## src/rtl/alloc_mask16.sv

```systemverilog
// alloc_mask16: 16-entry free-slot allocator that grants the k lowest free entries
// for a one-hot request count (k <= 4) and takes released entries back.
module alloc_mask16 (
    input  logic        clk,
    input  logic        rst,
    input  logic        req_vld,
    input  logic [4:0]  req_cnt,
    output logic        req_rdy,
    input  logic        free_vld,
    input  logic [15:0] free_mask,
    input  logic        flush,
    output logic        gnt_vld,
    output logic [15:0] gnt_mask,
    output logic [4:0]  gnt_cnt,
    output logic [16:0] free_cnt
);
    logic [15:0] free_vec_q, free_vec_d;
    logic        gnt_vld_q, gnt_vld_d;
    logic [15:0] gnt_mask_q, gnt_mask_d;
    logic [4:0]  gnt_cnt_q, gnt_cnt_d;
    logic [16:0] free_cnt_q, free_cnt_d;
    logic [4:0]  free_num, free_num_d;
    logic [4:0]  at_least;
    logic        req_onehot;
    logic [2:0]  req_num;
    logic [2:0]  taken;
    logic [15:0] sel_mask;
    logic        accept;

    function automatic logic [4:0] popcnt16(input logic [15:0] v);
        logic [4:0] c;
        c = 5'd0;
        for (int i = 0; i < 16; i++) c = c + {4'd0, v[i]};
        return c;
    endfunction

    always_comb begin
        free_num = popcnt16(free_vec_q);
        for (int k = 0; k < 5; k++) at_least[k] = (free_num >= 5'(k));
        req_onehot = (req_cnt != 5'd0) && ((req_cnt & (req_cnt - 5'd1)) == 5'd0);
        req_num = req_cnt[4] ? 3'd4 : req_cnt[3] ? 3'd3 : req_cnt[2] ? 3'd2 :
                  req_cnt[1] ? 3'd1 : 3'd0;
        req_rdy = req_onehot && |(req_cnt & at_least) && !flush;
        accept = req_vld && req_rdy;
    end

    // Pick the req_num lowest-indexed free entries; nothing is taken without an accept.
    always_comb begin
        sel_mask = '0;
        taken = 3'd0;
        for (int i = 0; i < 16; i++) begin
            if (accept && free_vec_q[i] && taken < req_num) begin
                sel_mask[i] = 1'b1;
                taken = taken + 3'd1;
            end
        end
    end

    // A same-cycle release of a granted bit wins, so the bit ends free.
    always_comb begin
        free_vec_d = flush ? 16'hFFFF : ((free_vec_q & ~sel_mask) | (free_vld ? free_mask : 16'h0000));
        free_num_d = popcnt16(free_vec_d);
        free_cnt_d = 17'd1 << free_num_d;
        gnt_vld_d = accept;
        gnt_mask_d = sel_mask;
        gnt_cnt_d = accept ? req_cnt : 5'b00001;
    end

    always_ff @(posedge clk or negedge rst) begin
        if (!rst) begin
            free_vec_q <= 16'hFFFF;
            gnt_vld_q <= 1'b0;
            gnt_mask_q <= 16'h0000;
            gnt_cnt_q <= 5'b00001;
            free_cnt_q <= 17'h10000;
        end else begin
            free_vec_q <= free_vec_d;
            gnt_vld_q <= gnt_vld_d;
            gnt_mask_q <= gnt_mask_d;
            gnt_cnt_q <= gnt_cnt_d;
            free_cnt_q <= free_cnt_d;
        end
    end

    assign gnt_vld = gnt_vld_q;
    assign gnt_mask = gnt_mask_q;
    assign gnt_cnt = gnt_cnt_q;
    assign free_cnt = free_cnt_q;
endmodule

```

## config.mk

```make
export PLATFORM = sky130hd
export DESIGN_NAME = alloc_mask16
export DESIGN_NICKNAME = d
export VERILOG_FILES = /design/src/rtl/alloc_mask16.sv
export SDC_FILE = /design/constraint.sdc
export NUM_CORES = 1
export LEC_CHECK = 0
export BUFFER_PORTS_ARGS = -buffer_cell sky130_fd_sc_hd__buf_2
export CORE_ASPECT_RATIO = 1.1
export CORE_MARGIN = 4
export CORE_UTILIZATION = 59
export DETAILED_ROUTE_END_ITERATION = 16
export PLACE_DENSITY_LB_ADDON = 0.2
export REMOVE_ABC_BUFFERS = 1
export SYNTH_ARGS = -nofsm -noshare
export SYNTH_HDL_FRONTEND = slang
export SYNTH_SLANG_ARGS = --single-unit
```

## constraint.sdc

```tcl
create_clock -name clk -period 29.2 [get_ports clk]
set_input_delay 2.92 -clock clk [delete_from_list [all_inputs] [get_ports clk]]
set_output_delay 2.92 -clock clk [all_outputs]
set_load 0.03 [all_outputs]
```

==> summary.txt <==
Status
  • Run status: finished, final reports clean

Global routing
  • Largest net degree at the start of global routing: 56
  • Grt ovf: 0
  • Tot GR Track Use: 25.9%
  • First-pass GRT wire length: 20.7 mm
  • Number of global-route vias before repair: 4377
  • Initial antenna violation count: 0

STA
  • Hold Vio Cnt, Final: 0
  • Peak Freq: 36.8 MHz
  • Final number of setup-violating endpoints: 0
  • Tcrit/Tclk final: 93.0%
  • RSZ-0062 raised after global routing: no
  • Rel. slew slack: 29.6%
  • Worst-Margin Slew: 1.06 ns
  • Setup TNS Final: 0 ns
  • Final max-slew violation count: 0
  • Final min period: 27.16 ns
  • Final setup skew: 0.0155 ns
  • Worst hold slack: 0.587 ns
  • Final WS setup: 2.04 ns

Clock network
  • Clock sinks: 55
  • CTS Hold Buffers Added: 0
  • Cts bufs inserted: 5
  • Clock transition at path regs: 0.12 ns
  • Post-CTS Setup Repair Bufs: 0
  • CTS Buffer Depth: 2
  • CTS resizes: 0
  • Root buffer cell: clkbuf_8
  • H-tree depth: 2
  • CTS tree: done
  • Clk_lat worst skew: 0.33 ns

Drt
  • DR WL/cell: 17.1 um
  • Routed wire length: 12.4 mm
  • Initial DRC Count: 260
  • Vias: 4329
  • Via/cell ratio: 5.96
  • ANT nets after route: 0
  • Drc violations: 0
  • Drt pass-1 iters: 5

Yosys
  • Predominant post-synthesis flop cell: dfrtp_1
  • Gate Count Post-Synth: 553
  • Average size of a mapped cell: 8.99 sq um
  • Cell area after synthesis: 4970 sq um
  • Yosys reg bits: 55
  • Post-synth ARST share: 100%
  • Largest area contributor in the netlist: dfrtp_1
  • Synth top area share: 18.6%
  • Number of synthesized flops with an enable pin: 0
  • Area contributors post-synth: dfrtp_1, ha_1, dfstp_2
  • Post-synthesis sequential area ratio: 28.1%
  • YS warnings: 0
  • Synth cell types: 65

Finish
  • Nets: 714
  • Leading cell type in the layout, fill and taps excluded: buf_2
  • Post-Route Utilization: 69.2%
  • Syn-to-layout area delta: 11.8%
  • Commonest non-fill, non-tap cells in the layout: buf_2, inv_1, nand2_1
  • Final Cell Area: 5560 sq um
  • Share of cells above drive strength 1: 22.0%
  • Fillcell total: 648
  • Ant. Diodes: 0
  • Non-Filler Instances: 726

Power and ir drop
  • Pwr per Cell Area: 36.7 nW/um^2
  • Max VDD drop: 21.9 uV
  • Leakage: 3.08 nW
  • Total power: 0.204 mW

Setup path
  • Crit path DAT: 27.36 ns
  • Worst r2r src: free_vec_q[0]
  • Slowest CP cell: fa_1
  • Crit-path max cell delay: 0.59 ns
  • CP most frequent cell: nand2_1
  • Crit-path max FO: 18
  • Critical path type: reg2reg
  • Reg2Reg Depth: 112
  • R2R Setup Slk: 2.04 ns
  • R2r endpoint: free_cnt[10]
  • Worst setup EP type: flip-flop
  • Worst Path Required: 29.40 ns
  • Startpoint types: flip-flop

Place
  • Global placer's final weighted congestion: 0.918
  • Pre-CTS setup slack: 0.720 ns
  • Cell count after placement: 718
  • Detailed placement HPWL: 9.48 mm
  • Post-DP Area: 5410 sq um
  • Port bufs: 65

Floorplanning
  • Initial core utilization: 61.8%
  • Num ports: 66
  • Die height: 104 um
  • Core box area: 8040 sq um
  • Row count: 34
  • DIE AREA: 9960 sq um
  • Die span in x: 95.5 um

Job
  • Max Cap Viol: 0

Worst hold path
  • Worst hold start: free_vec_q[15]
  • Hold depth: 1
  • WHS Endpoint: free_vec_q[15]
  • Worst hold path type: reg2reg
-- flip-flops by register name, indices dropped and copies added, names as in the netlist --
register	flops
gnt_vld	1
free_vec_q	16
gnt_mask	16
free_cnt	17
gnt_cnt	5
-- worst max-delay path, delay by kind of cell (launching register included) --
family,cells,cell delay [ns]
AO/OA/AOI/OAI,24,6.55
flip-flops,1,0.56
adder cells (fa/ha/maj),26,9.13
AND/OR/NAND/NOR,39,6.78
XOR/XNOR,10,2.25
multiplexers,3,0.71
buffers and inverters,10,0.97
-- layer usage --
metal | vias to the layer above | wire (um) | GRT usage, %
li1 | 2064 | - | -
met4 | 0 | 261 | 8.64
met2 | 162 | 6180 | 43.1
met3 | 23 | 730 | 2.39
met5 | - | 0 | 0
met1 | 2080 | 5230 | 35.0
-- worst max path at each step --
| stage | end | slack (ns) | startpoint | depth (start not counted) |
|---|---|---|---|---|
| after floorplan | free_cnt[10] | 4.12 | req_cnt[2] | 100 |
| after detailed placement | free_cnt[10] | 0.72 | req_cnt[2] | 102 |
| after global routing | free_cnt[15] | 0.08 | free_vec_q[0] | 111 |
| after CTS | free_cnt[10] | 0.79 | free_vec_q[0] | 110 |
| final | free_cnt[10] | 2.04 | free_vec_q[0] | 112 |
| after global placement | free_cnt[10] | 1.49 | req_cnt[2] | 102 |
-- final cells by class --
class                      instances  area [sq um]  area share [%]
timing repair buffer              68           348            6.26
inverter                          66           253            4.55
multi-input combinational        421          3330            59.8
clock inverter                     3          31.3           0.563
clock buffer                       5          68.8            1.24
tap                              108           135            2.43
sequential                        55          1400            25.2
-- cells by family after synthesis --
family,count (synthesis),synth area share (%)
DFF,55,28.1
adders and majority gates,71,20.9
buffers and inverters,77,5.99
AOI/OAI and AO/OA,146,19.7
xor gates and xnor gates,17,4.53
and+or+nand+nor,170,17.1
muxes,17,3.62
-- synthesized netlist by cell type, types with 8 or more instances --
master,count
dfrtp_1,37
nand2b_1,10
and3_1,11
ha_1,51
a21oi_1,36
o21ai_0,32
nand2_1,55
inv_1,64
nor2_1,36
and2_1,10
clkbuf_1,8
a31oi_1,8
dfstp_2,18
mux2i_1,9
mux2_2,8
fa_1,20
nand3_1,14
a21o_1,10
nor3_1,8
-- where the power goes --
part / internal (mW) / switching, mW
Clock: 0.0183 / 0.0296
Sequential: 0.0804 / 0.000878
Combinational: 0.0266 / 0.0484
Total: 0.125 / 0.0789
No activity file was read; power rests on OpenSTA's default activity.
